## config.mk

```make
export PLATFORM = sky130hd
export DESIGN_NAME = instr_fetch_flat
export DESIGN_NICKNAME = d
export VERILOG_FILES = /design/src/rtl/instr_fetch_pkg.sv /design/src/rtl/instr_fetch_if.sv /design/src/rtl/instr_fetch_fifo.sv /design/src/rtl/instr_fetch.sv /design/src/flat_wrapper.sv
export SDC_FILE = /design/constraint.sdc
export NUM_CORES = 1
export LEC_CHECK = 0
export BUFFER_PORTS_ARGS = -buffer_cell sky130_fd_sc_hd__buf_2
export CAP_MARGIN = 20
export CORE_ASPECT_RATIO = 1.2
export CORE_MARGIN = 2
export CORE_UTILIZATION = 52
export CTS_BUF_LIST = sky130_fd_sc_hd__clkbuf_8
export CTS_CLUSTER_DIAMETER = 80
export CTS_CLUSTER_SIZE = 30
export DETAILED_ROUTE_END_ITERATION = 7
export PLACE_DENSITY = 0.78
export SETUP_SLACK_MARGIN = 0.3
export SKIP_LAST_GASP = 1
export SLEW_MARGIN = 20
export SYNTH_ARGS = -nofsm -noshare
export SYNTH_HDL_FRONTEND = slang
export SYNTH_HIERARCHICAL = 1
export SYNTH_SLANG_ARGS = --single-unit
```

## constraint.sdc

```tcl
create_clock -name clk_i -period 2.88 [get_ports clk_i]
set_input_delay 0.288 -clock clk_i [delete_from_list [all_inputs] [get_ports clk_i]]
set_output_delay 0.288 -clock clk_i [all_outputs]
set_load 0.01 [all_outputs]
```

## src/rtl/instr_fetch_pkg.sv

```systemverilog
// -----------------------------------------------------------------------------
// instr_fetch_pkg
//   Shared constants and types for the instruction fetch stage.
//   MEM_INSTR_ZERO : base address of instruction memory (default reset PC)
//   MEM_SIZE_B     : size of instruction memory in bytes
//   fetch_entry_t  : {pc, instr} pair handed from fetch to decode
// -----------------------------------------------------------------------------
package instr_fetch_pkg;

    localparam int          INSTR_W        = 32;
    localparam logic [31:0] MEM_INSTR_ZERO = 32'h0000_1000;
    localparam logic [31:0] MEM_SIZE_B     = 32'h0000_0400;

    typedef struct packed {
        logic [31:0]        pc;
        logic [INSTR_W-1:0] instr;
    } fetch_entry_t;

endpackage

```

## src/rtl/instr_fetch_if.sv

```systemverilog
// -----------------------------------------------------------------------------
// instr_fetch_if
//   Valid/ready handshake from fetch to decode.
//   out_valid : head entry valid         (fetch -> decode)
//   out_ready : decode accepts the head  (decode -> fetch)
//   out_pc    : PC of the head entry     (fetch -> decode)
//   out_instr : head instruction word    (fetch -> decode)
// -----------------------------------------------------------------------------
interface instr_fetch_if;
    import instr_fetch_pkg::*;

    logic               out_valid;
    logic               out_ready;
    logic [31:0]        out_pc;
    logic [INSTR_W-1:0] out_instr;

    modport master (output out_valid, output out_pc, output out_instr, input  out_ready);
    modport slave  (input  out_valid, input  out_pc, input  out_instr, output out_ready);

endinterface

```

## src/rtl/instr_fetch_fifo.sv

```systemverilog
// -----------------------------------------------------------------------------
// instr_fetch_fifo
//   Circular FIFO of fetch entries with push, pop, flush and occupancy count.
//   clk_i, rst_ni : clock, asynchronous active-low reset
//   i_push/i_entry: write an entry at the tail
//   i_pop         : drop the head entry
//   i_flush       : discard all entries (wins over push/pop)
//   o_head        : head entry (registered storage, zero after reset)
//   o_valid       : FIFO not empty
//   o_count       : number of stored entries
// -----------------------------------------------------------------------------
module instr_fetch_fifo
    import instr_fetch_pkg::*;
#(
    parameter int DEPTH = 2,
    localparam int CW   = $clog2(DEPTH + 1),
    localparam int PW   = (DEPTH > 1) ? $clog2(DEPTH) : 1
) (
    input  logic         clk_i,
    input  logic         rst_ni,
    input  logic         i_push,
    input  fetch_entry_t i_entry,
    input  logic         i_pop,
    input  logic         i_flush,
    output fetch_entry_t o_head,
    output logic         o_valid,
    output logic [CW-1:0] o_count
);

    fetch_entry_t  r_mem [DEPTH];
    logic [PW-1:0] r_wr_ptr;
    logic [PW-1:0] r_rd_ptr;
    logic [CW-1:0] r_count;

    function automatic logic [PW-1:0] ptr_next(input logic [PW-1:0] ptr);
        return (ptr == PW'(DEPTH - 1)) ? '0 : ptr + 1'b1;
    endfunction

    always_ff @(posedge clk_i or negedge rst_ni) begin
        if (!rst_ni) begin
            r_mem    <= '{default: '0};
            r_wr_ptr <= '0;
            r_rd_ptr <= '0;
            r_count  <= '0;
        end else if (i_flush) begin
            r_wr_ptr <= '0;
            r_rd_ptr <= '0;
            r_count  <= '0;
        end else begin
            if (i_push) begin
                r_mem[r_wr_ptr] <= i_entry;
                r_wr_ptr        <= ptr_next(r_wr_ptr);
            end
            if (i_pop) begin
                r_rd_ptr <= ptr_next(r_rd_ptr);
            end
            case ({i_push, i_pop})
                2'b10:   r_count <= r_count + 1'b1;
                2'b01:   r_count <= r_count - 1'b1;
                default: r_count <= r_count;
            endcase
        end
    end

    assign o_head  = r_mem[r_rd_ptr];
    assign o_valid = (r_count != '0);
    assign o_count = r_count;

    a_count_bound: assert property (@(posedge clk_i) disable iff (!rst_ni) r_count <= CW'(DEPTH));

endmodule

```

## src/rtl/instr_fetch.sv

```systemverilog
// -----------------------------------------------------------------------------
// instr_fetch
//   Fetch stage: owns the PC, drives the instruction memory address, captures
//   the returned word one cycle later and buffers {pc, instr} for decode.
//   A redirect flushes everything in flight and restarts at the new PC.
//   clk_i, rst_ni  : clock, asynchronous active-low reset
//   imem_addr_o    : read address (current PC)
//   imem_data_i    : word for the address presented in the previous cycle
//   redirect_i     : flush and restart fetch at redirect_pc_i (word aligned)
//   dec            : valid/ready output towards decode
// -----------------------------------------------------------------------------
module instr_fetch
    import instr_fetch_pkg::*;
#(
    parameter logic [31:0] RESET_PC = MEM_INSTR_ZERO,
    parameter int          DEPTH    = 2
) (
    input  logic               clk_i,
    input  logic               rst_ni,
    output logic [31:0]        imem_addr_o,
    input  logic [INSTR_W-1:0] imem_data_i,
    input  logic               redirect_i,
    input  logic [31:0]        redirect_pc_i,
    instr_fetch_if.master      dec
);

    localparam int CW = $clog2(DEPTH + 1);

    logic [31:0]   r_pc;
    logic          r_inflight;
    logic [31:0]   r_inflight_pc;

    logic          w_valid;
    logic          w_pop;
    logic          w_push;
    logic          w_issue;
    logic [CW:0]   w_occ;
    logic [CW-1:0] w_count;
    fetch_entry_t  w_head;
    fetch_entry_t  w_entry;

    assign w_pop = w_valid & dec.out_ready;

    // Occupancy the FIFO would reach if the request in flight lands and the
    // head leaves this cycle; issue only when a slot is guaranteed. Ready
    // therefore feeds the PC increment combinationally.
    assign w_occ   = {1'b0, w_count} + {{CW{1'b0}}, r_inflight} - {{CW{1'b0}}, w_pop};
    assign w_issue = !redirect_i && (w_occ < (CW + 1)'(DEPTH));

    // The memory reads every cycle; only the response to an issued request is kept.
    assign w_push  = r_inflight & !redirect_i;
    assign w_entry = '{pc: r_inflight_pc, instr: imem_data_i};

    always_ff @(posedge clk_i or negedge rst_ni) begin
        if (!rst_ni) begin
            r_pc          <= RESET_PC;
            r_inflight    <= 1'b0;
            r_inflight_pc <= '0;
        end else if (redirect_i) begin
            r_pc       <= redirect_pc_i & ~32'h3;
            r_inflight <= 1'b0;
        end else if (w_issue) begin
            r_inflight    <= 1'b1;
            r_inflight_pc <= r_pc;
            r_pc          <= r_pc + 32'd4;
        end else begin
            r_inflight <= 1'b0;
        end
    end

    instr_fetch_fifo #(.DEPTH(DEPTH)) u_fifo (
        .clk_i   (clk_i),
        .rst_ni  (rst_ni),
        .i_push  (w_push),
        .i_entry (w_entry),
        .i_pop   (w_pop),
        .i_flush (redirect_i),
        .o_head  (w_head),
        .o_valid (w_valid),
        .o_count (w_count)
    );

    assign imem_addr_o   = r_pc;
    assign dec.out_valid = w_valid;
    assign dec.out_pc    = w_head.pc;
    assign dec.out_instr = w_head.instr;

endmodule

```

## src/flat_wrapper.sv

```systemverilog
// flat-port wrapper written by rule: the top's interface ports become plain ports
module instr_fetch_flat import instr_fetch_pkg::*;
#(
    parameter logic [31:0] RESET_PC = MEM_INSTR_ZERO,
    parameter int          DEPTH    = 2
)
  (clk_i, rst_ni, imem_addr_o, imem_data_i, redirect_i, redirect_pc_i, dec_out_valid, dec_out_pc, dec_out_instr, dec_out_ready);
  instr_fetch_if dec_i ();
  input  logic clk_i;
  input  logic rst_ni;
  output logic [31:0] imem_addr_o;
  input  logic [INSTR_W-1:0] imem_data_i;
  input  logic redirect_i;
  input  logic [31:0] redirect_pc_i;
  output wire logic [$bits(dec_i.out_valid)-1:0] dec_out_valid;
  output wire logic [$bits(dec_i.out_pc)-1:0] dec_out_pc;
  output wire logic [$bits(dec_i.out_instr)-1:0] dec_out_instr;
  input wire logic [$bits(dec_i.out_ready)-1:0] dec_out_ready;
  assign dec_out_valid = dec_i.out_valid;
  assign dec_out_pc = dec_i.out_pc;
  assign dec_out_instr = dec_i.out_instr;
  assign dec_i.out_ready = dec_out_ready;
  instr_fetch #(.RESET_PC(RESET_PC), .DEPTH(DEPTH)) u_core (.clk_i(clk_i), .rst_ni(rst_ni), .imem_addr_o(imem_addr_o), .imem_data_i(imem_data_i), .redirect_i(redirect_i), .redirect_pc_i(redirect_pc_i), .dec(dec_i));
endmodule
```

==> impl_metrics.tcl, run 1 <==
set metrics [dict create \
    outcome "finished with violations" \
    violations "setup timing" \
    drt-vias-per-instance 5.71 \
    ant_nets 0 \
    row_count 53 \
    avgSynthCellArea_um2 13.9 \
    total_power_mw 11.8 \
    htreeDepth 4 \
    startpoint_type "flip-flop" \
    fin_crit_ns 3.02 \
    gr-usage-all-layers 0.217 \
    drive_gt1_frac 0.568 \
    finalHoldViolCount 0 \
    switchingPower_mw 3.90 \
    p_per_area_nw_per_um2 1060 \
    rsz0062_at_grt "yes" \
    core_area_um2 17400 \
    synth_cell_types 48 \
    dr.pass1.iters 6 \
    p_seq_frac 0.383 \
    syn_to_final_growth_pct 22.5 \
    hpwl_mm 13.1 \
    end_kind "flip-flop" \
    die_area_um2 18600 \
    critPathRequiredTime_ns 3.27 \
    finalSetupViolCount 14 \
    drc_errors 0 \
    cts_buffer_depth 2 \
    drtIter0Drc 488 \
    syn_inst 656 \
    switching_share 0.330 \
    cts.reportedPaths.clkPinSlew_ns 0.10 \
    fin_ws_ns -0.139 \
    fin_util 0.643 \
    layout.nets 923 \
    synth-edff-count 0 \
    p_leak_nw 5.21 \
    peakVddDrop_mv 0.589 \
    tns_ns -0.858 \
    worstPathMaxFanout 8 \
    critical_path_arrival_ns 3.40 \
    cts_tree "yes" \
    die_w_um 125 \
    drv_slew 0 \
    slew_headroom 0.371 \
    vias 6197 \
    antenna_found_initial 4 \
    totalWireLength_mm 21.2 \
    io_buffers 160 \
    synth_seq_area_share 0.530 \
    cts_sinks 193 \
    combPwrFrac 0.467 \
    synthArstFlopShare 1.00 \
    clock_latency_ns 0.46 \
    ys_warn_count 6 \
    grt_first_pass_wirelength_mm 32.0 \
    cap_violations 0 \
    cts_buffers 17 \
    synth.cell_area_um2 9120 \
    wire_per_inst_um 19.5 \
    synth_top_flop_cell "dfrtp_1" \
    first_global_vias 6187 \
    gr-total-overflow 0 \
    synth_seq_cells 193 \
    fp.dieH_um 149 \
    worst_hold_path_type "in -> reg" \
    critical_path_class "reg -> reg" \
    clkPwrFrac 0.149 \
    gp_congestion 0.855 \
    grt_max_degree 61 \
    tightest_slew_ns 0.943 \
    fmax_mhz 331 \
    cts_root_buf "clkbuf_8" \
    fin_crit_sh 1.05 \
    io_pins 165 \
    initial_core_util 0.525 \
    p_int_mw 7.91 \
    finClkSkew_ns 0.0131 \
    r2r_slack_ns -0.14 \
]
[cell usage after synthesis, types with 2 or more instances]
cell	count	area share
and4_1	4	0.0038
nor3b_1	3	0.0025
or4_1	13	0.011
nor4_1	4	0.0027
clkbuf_1	14	0.0058
inv_1	7	0.0029
nand3_1	20	0.011
nor2b_1	9	0.0062
nand2_1	19	0.0078
mux2_2	162	0.20
and3_1	6	0.0041
o21ai_0	19	0.010
a211o_1	2	0.0019
xnor2_1	9	0.0086
mux2_4	60	0.099
dfrtp_1	192	0.53
buf_4	3	0.0025
xor2_1	4	0.0038
buf_2	8	0.0044
buf_6	7	0.0086
and2_1	2	0.0014
or3_1	2	0.0014
nand4_1	10	0.0069
ha_1	2	0.0027
o211a_1	2	0.0022
nor3_1	4	0.0022
a221oi_1	2	0.0019
a31oi_1	14	0.0096
o31ai_1	10	0.0082
buf_12	6	0.013
nor2_1	20	0.0082
[timing repair]
action / 4_1_cts / 5_1_grt
hold buffers: 1 / 0
resized for setup: 16 / 51
gates cloned: 1 / 4
setup buffers: 6 / 8
pin swaps: 14 / 18
setup endpoints to repair: 54 / 57
hold endpoints to repair: 56 / 0
[critical path: stages (launching register included)]
cell and delay, ns:
dfrtp_2 0.41, or2_4 0.25, and2_4 0.15, ha_4 0.21, nor2b_4 0.12, fa_2 0.45
or4_4 0.53, buf_6 0.16, or4_1 0.50, a31oi_1 0.17
[state kept, by name (all words and copies together) (netlist names)]
register and cells:
u_core/u_fifo/o_count 2, u_core/u_fifo/r_wr_ptr 1, u_core/r_inflight 1, u_core/imem_addr_o 30
u_core/u_fifo/r_rd_ptr 1, u_core/u_fifo/r_mem 128, u_core/r_inflight_pc 30
[cells by family after synthesis]
logic type               after synthesis  synth area share
AO/OA/AOI/OAI                         55            0.0394
XOR/XNOR                              13            0.0125
adder cells (fa/ha/maj)                3           0.00494
buffers and inverters                 45            0.0373
flip-flops                           193             0.530
multiplexers                         223             0.300
other                                  1          0.000411
AND/OR/NAND/NOR                      123            0.0759
[final timing paths]
kind	end	depth (start not counted)	from
max	u_core/imem_addr_o[19]$_DFFE_PN0P_	9	u_core/u_fifo/o_count[1]$_DFFE_PN0P_
min	u_core/imem_addr_o[8]$_DFFE_PN0P_	3	redirect_pc_i[8]
max reg2reg	u_core/imem_addr_o[19]$_DFFE_PN0P_	9	u_core/u_fifo/o_count[1]$_DFFE_PN0P_
min reg2reg	u_core/u_fifo/r_mem[11]$_DFFE_PN0P_	1	u_core/u_fifo/r_mem[11]$_DFFE_PN0P_
max in group asynchronous	u_core/u_fifo/o_count[1]$_DFFE_PN0P_	3	rst_ni
min in group asynchronous	u_core/r_inflight_pc[26]$_DFFE_PN0P_	2	rst_ni
[cell type report]
type                            count  area [µm²]
Antenna cell                        1        2.50
Clock buffer                       18         248
Clock inverter                     14         139
Fill cell                        1292        6200
Inverter                            7        26.3
Multi-Input combinational cell    424        4290
Sequential cell                   193        4830
Tap cell                          220         275
Timing Repair Buffer              209        1350
[per-layer routing]
layer / wire, µm / global-route usage / part of all wire / vias up
met5: 13 / 0 / 0.00061 / -
met3: 1280 / 0.0671 / 0.061 / 49
met4: 586 / 0.0872 / 0.028 / 2
met2: 10700 / 0.358 / 0.50 / 238
met1: 8620 / 0.267 / 0.41 / 3126
li1: - / - / - / 2782
[layout by cell type (no fill, tap or decap), types with 3 or more instances in the layout]
cell,count
nor3_1,3
o31ai_1,9
clkinvlp_4,4
nor3b_1,3
nand4_1,10
nor2b_1,7
conb_1,6
and4_1,4
xnor2_1,7
buf_12,6
a31oi_1,14
o21ai_2,6
inv_1,9
buf_2,159
nand3_1,19
o21ai_0,10
mux2_2,132
or4_4,3
clkbuf_16,3
o21ai_1,3
dfrtp_1,190
or4_1,10
mux2_4,90
xor2_1,3
buf_6,8
nand2_1,19
and3_1,6
clkinv_2,3
nor2_1,20
nor4_1,3
inv_6,3
clkbuf_8,19
buf_4,29
[stage by stage]
stage	cell area (µm²)	hold WS [ns]	std cells	worst slack, ns
after floorplan	9220	-0.00759	661	-0.229
after global placement	10300	0.299	1033	-0.135
after detailed placement	10300	0.300	1033	-0.155
after CTS	10800	0.00345	1073	-0.112
after global routing	11200	0.00506	1086	-0.218
final	11200	0.0352	1086	-0.139
[power by group through the flow]
stage / registers (mW) / logic [mW] / clock network [mW]
after global placement: 4.49 / 4.43 / 0
after global routing: 4.67 / 5.89 / 1.91
after detailed placement: 4.55 / 4.53 / 0
final: 4.53 / 5.52 / 1.76
after CTS: 4.50 / 4.70 / 1.80
after floorplan: 4.32 / 3.26 / 0
(Power assumes the default switching activity.)
==> run 2, diff against run 1 <==
CORE_MARGIN = default   (was 2)
PLACE_DENSITY = 0.89   (was 0.78)
REMOVE_ABC_BUFFERS = 1   (was default)
==> impl_metrics.tcl, run 2 (synthesis gave the netlist of run 1 again) <==
set metrics [dict create \
    grt_use_met1 0.311 \
    io_buffers 160 \
    worst_path_largest_cell_delay_ns 0.55 \
    tns_ns -0.680 \
    cap_violations 0 \
    syn_to_final_growth_pct 24.9 \
    wire_per_inst_um 21.7 \
    drc_errors 0 \
    io_pins 165 \
    ant_nets 0 \
    row_count 52 \
    htreeDepth 4 \
    fin_cells 1088 \
    gr-total-overflow 0 \
    cts.reportedPaths.clkPinSlew_ns 0.10 \
    slew_headroom 0.383 \
    dr.pass1.iters 5 \
    drtIter0Drc 589 \
    die_area_um2 18100 \
    grt_first_pass_wirelength_mm 35.1 \
    cts_sinks 193 \
    cts_buffer_depth 2 \
    core_area_um2 17000 \
    crit_chain "or2_4 -> and2_4 -> ha_4 -> nor2b_4 -> fa_2 -> or4_4 -> buf_6 -> or4_1 -> a31oi_1" \
    clock_latency_ns 0.46 \
    fin_ws_ns -0.187 \
    p_leak_nw 5.31 \
    gr-usage-all-layers 0.256 \
    fin_util 0.671 \
    fin_crit_ns 3.07 \
    cts_buffers 17 \
    layout_common_cells "dfrtp_1 (191), buf_2 (160), mux2_2 (132)" \
    final_common_cell "dfrtp_1" \
    ff_latch_area_um2 4830 \
    grtUsageMet3 0.0590 \
    cts_tree "yes" \
    die_w_um 123 \
    critPathRequiredTime_ns 3.26 \
    violations "setup timing" \
    critical_path_arrival_ns 3.44 \
    p_per_area_nw_per_um2 1100 \
    layout.nets 931 \
    outcome "finished with violations" \
    drive_gt1_frac 0.582 \
    hpwl_mm 13.3 \
    finClkSkew_ns 0.0157 \
    gp_congestion 0.814 \
    tightest_slew_ns 0.924 \
    reg2reg_depth 9 \
    worstPathMaxFanout 6 \
    place.detailed.instances 1029 \
    drv_slew 0 \
    worst_hold_path_type "in -> reg" \
    critical_path_class "reg -> reg" \
    nFillCells 1153 \
    vias 6472 \
    first_global_vias 6649 \
    fmax_mhz 326 \
    drt-vias-per-instance 5.95 \
    fin_crit_sh 1.06 \
    multi_input_area_um2 4330 \
    grt_max_degree 96 \
    antenna_found_initial 2 \
    crit_slowest_cell "or4_4" \
    rsz0062_at_grt "yes" \
    largest_reg_flops 128 \
    largest-register "u_core/u_fifo/r_mem" \
    met2_usage 0.432 \
    end_kind "flip-flop" \
    totalWireLength_mm 23.6 \
    fp.dieH_um 147 \
    peakVddDrop_mv 0.790 \
    startpoint_type "flip-flop" \
    min_delay_path_depth 3 \
    finalSetupViolCount 11 \
    grt-busiest-layer "met2" \
    cts_root_buf "clkbuf_8" \
    finalHoldViolCount 0 \
    initial_core_util 0.537 \
]
run 2: cell types whose count changed in the layout (fill, tap and decap cells not counted), sizes merged:
cell	change
buf	+12
diode	+1
clkbuf	-4
clkinv	-1
clkinvlp	-3
bufinv	+3
nand3	-1
inv	-1
run 2: metrics by stage:
| stage | instance area, µm² | setup WS (ns) | hold slack [ns] | power (mW) |
|---|---|---|---|---|
| floorplan | 8820 | -2.33 | -0.00759 | 7.44 |
| global placement | 10200 | -0.216 | 0.411 | 8.78 |
| detailed placement | 10200 | -0.265 | 0.419 | 9.02 |
| CTS | 11100 | -0.0948 | 0.00739 | 12.0 |
| global route | 11400 | -0.245 | 0.0176 | 13.2 |
| finish | 11400 | -0.187 | 0.0412 | 12.5 |
run 2: metal layers:
metal / wire, µm / up-vias
met2: 12100 / 317
met3: 1320 / 77
met5: 0 / -
li1: - / 2798
met1: 9360 / 3280
met4: 842 / 0
run 2: final timing paths:
| kind | from | to | slack [ns] |
|---|---|---|---|
| hold reg to reg | u_core/u_fifo/r_mem[15]$_DFFE_PN0P_ | u_core/u_fifo/r_mem[15]$_DFFE_PN0P_ | 0.51 |
| setup reg to reg | u_core/u_fifo/o_count[1]$_DFFE_PN0P_ | u_core/imem_addr_o[19]$_DFFE_PN0P_ | -0.19 |
| min in group asynchronous | rst_ni | u_core/u_fifo/r_mem[76]$_DFFE_PN0P_ | 0.46 |
| setup / recovery | u_core/u_fifo/o_count[1]$_DFFE_PN0P_ | u_core/imem_addr_o[19]$_DFFE_PN0P_ | -0.19 |
| hold / removal | redirect_pc_i[12] | u_core/imem_addr_o[12]$_DFFE_PN1P_ | 0.04 |
| max in group asynchronous | rst_ni | u_core/u_fifo/r_mem[108]$_DFFE_PN0P_ | 1.50 |
run 2: area by class of cell:
cell class	instances	area share
Antenna cell	2	0.000440
Sequential cell	193	0.424
Clock buffer	17	0.0205
Tap cell	216	0.0237
Inverter	7	0.00231
Clock inverter	12	0.0169
Timing Repair Buffer	218	0.131
Multi-Input combinational cell	423	0.381
run 2: critical path: cells and delay by family, from the launching register on:
kind            cells  cell delay, ns
simple gates        5            1.56
fa+ha+maj           2            0.68
flops               1            0.39
compound gates      1            0.21
buf+inv             1            0.15
run 2: repair_timing:
action	in CTS	in global routing
hold endpoints to repair	91	0
setup buffers	12	10
gates resized for setup	66	48
gates cloned	5	0
pin swaps	24	39
endpoints found under the setup margin	57	61
hold buffers	1	0
run 2: power breakdown:
group          internal [mW]  switching, mW
Clock                   1.02          0.957
Sequential              3.80          0.744
Combinational           3.61           2.40
Total                   8.42           4.10
==> run 3, diff against run 2 <==
BUFFER_PORTS_ARGS = default   (was -buffer_cell sky130_fd_sc_hd__buf_2)
CORE_UTILIZATION = 60   (was 52)
DONT_BUFFER_PORTS = 1   (was default)
PLACE_DENSITY = 0.9   (was 0.89)
==> impl_metrics.tcl, run 3 (synthesis gave the netlist of run 1 again) <==
set metrics [dict create \
    outcome "finished with violations" \
    violations "hold timing, setup timing" \
    drv_slew 0 \
    end_kind "flip-flop" \
    r2r_slack_ns -0.30 \
    peakVddDrop_mv 1.05 \
    initial_core_util 0.612 \
    drc_errors 0 \
    drtIter0Drc 617 \
    cts_tree "yes" \
    crit_end "u_core/imem_addr_o[19]$_DFFE_PN0P_" \
    gr-total-overflow 0 \
    antenna_found_initial 1 \
    largest_reg_flops 128 \
    grt_max_degree 194 \
    whs_ns -0.507 \
    die_w_um 115 \
    fin_util 0.742 \
    io_pins 165 \
    fin_crit_sh 1.10 \
    layout.nets 823 \
    first_global_vias 6565 \
    gr-usage-all-layers 0.298 \
    die_area_um2 15700 \
    dr.pass1.iters 6 \
    totalWireLength_mm 25.0 \
    startpoint "u_core/u_fifo/o_count[0]$_DFFE_PN0P_" \
    fmax_mhz 314 \
    clock_latency_ns 0.47 \
    grt_first_pass_wirelength_mm 35.1 \
    cts_buffer_depth 2 \
    cts_root_buf "clkbuf_8" \
    hpwl_mm 12.5 \
    p_per_area_nw_per_um2 1090 \
    row_count 49 \
    critical_path_class "reg -> reg" \
    cap_violations 0 \
    critPathRequiredTime_ns 3.27 \
    slew_headroom 0.213 \
    worst_hold_path_type "in -> async" \
    fin_ws_ns -0.301 \
    drive_gt1_frac 0.444 \
    layout_common_cells "dfrtp_1 (191), mux2_2 (145), mux2_4 (77)" \
    ctsHoldBuffers 62 \
    ant_nets 0 \
    startpoint_type "flip-flop" \
    core_area_um2 14900 \
    fin_crit_ns 3.18 \
    r2r-start "u_core/u_fifo/o_count[0]$_DFFE_PN0P_" \
    p_leak_nw 4.84 \
    vias 6368 \
    fp.dieH_um 137 \
    finClkSkew_ns 0.0196 \
    cts_buffers 17 \
    drt-vias-per-instance 6.56 \
    cts_sinks 193 \
    critical_path_arrival_ns 3.57 \
    reg2reg_depth 10 \
    largest-register "u_core/u_fifo/r_mem" \
    gp_congestion 0.896 \
    dp_worst_setup_slack_ns -0.360 \
    cts.reportedPaths.clkPinSlew_ns 0.11 \
    finalSetupViolCount 45 \
    finalHoldViolCount 193 \
    htreeDepth 4 \
    syn_to_final_growth_pct 21.1 \
    io_buffers 0 \
    rsz0062_at_grt "yes" \
    timing.rr.end "u_core/imem_addr_o[19]$_DFFE_PN0P_" \
    tightest_slew_ns 1.18 \
    wire_per_inst_um 25.8 \
    worstPathMaxFanout 8 \
    final_common_cell "dfrtp_1" \
]
==> run 3: cell count changes in the layout (fill, tap and decap cells not counted), moves of 3 or more <==
cell,delta
buf_12,-3
buf_2,-160
buf_4,-6
dlygate4sd3_1,+61
mux2_2,+13
mux2_4,-13
nand3_1,-4
nand3_2,+4
o31ai_1,+3
o31ai_2,-3
==> run 3: per-layer routing <==
| layer | part of all wire | up-vias | global-route usage |
|---|---|---|---|
| met5 | 0 | - | 0 |
| met4 | 0.056 | 0 | 0.159 |
| met3 | 0.090 | 143 | 0.0926 |
| met2 | 0.50 | 485 | 0.506 |
| met1 | 0.36 | 3162 | 0.336 |
| li1 | - | 2578 | - |
==> run 3: worst max-delay path, cell delays in order, from the launching register on <==
cell	delay, ns
dfrtp_1	0.41
or2_4	0.26
and2_4	0.17
ha_4	0.27
nor2b_4	0.04
fa_2	0.37
xnor2_2	0.16
or4_4	0.55
buf_6	0.17
or4_1	0.50
a31oi_1	0.21
==> run 3: cell type report <==
class / count / area (µm²)
Clock inverter: 15 / 208
Tap cell: 204 / 255
Fill cell: 851 / 3850
Multi-Input combinational cell: 423 / 4280
Antenna cell: 1 / 2.50
Sequential cell: 193 / 4830
Clock buffer: 17 / 234
Inverter: 7 / 26.3
Timing Repair Buffer: 110 / 1210
==> run 3: metrics by stage <==
step	area [µm²]	TNS, ns	power [mW]	hold WS (ns)	instances
after global routing	11000	-6.53	12.4	-0.552	970
after global placement	9300	-2.11	8.11	-0.00224	849
after detailed placement	9300	-4.85	8.41	-0.00297	849
after floorplan	8820	-214.05	7.44	-0.00759	623
final	11000	-4.66	12.0	-0.507	970
after CTS	10700	-1.60	11.1	-0.525	957
==> run 3: power by group <==
part / leakage (nW) / internal, mW / total (mW) / switching, mW
combinational: 2.26 / 3.12 / 5.38 / 2.27
clock: 0.228 / 0.961 / 1.98 / 1.02
sequential: 2.35 / 3.80 / 4.65 / 0.857
total: 4.84 / 7.88 / 12.0 / 4.14
==> run 3: how the worst min path moves through the flow <==
stage / start / end / cells past startpoint
after CTS: rst_ni / u_core/u_fifo/r_mem[34]$_DFFE_PN0P_ / 0
after global placement: rst_ni / u_core/u_fifo/r_mem[34]$_DFFE_PN0P_ / 0
after detailed placement: rst_ni / u_core/u_fifo/r_mem[38]$_DFFE_PN0P_ / 0
after floorplan: rst_ni / u_core/imem_addr_o[10]$_DFFE_PN0P_ / 0
after global routing: rst_ni / u_core/u_fifo/r_mem[38]$_DFFE_PN0P_ / 0
final: rst_ni / u_core/r_inflight_pc[8]$_DFFE_PN0P_ / 0
==> run 3: repair_timing <==
| action | CTS | global route |
|---|---|---|
| gates resized for setup | 36 | 60 |
| endpoints found under the setup margin | 59 | 61 |
| pin swaps | 15 | 28 |
| cloned | 3 | 2 |
| setup buffers | 11 | 10 |
| endpoints found under the hold margin | 290 | 193 |
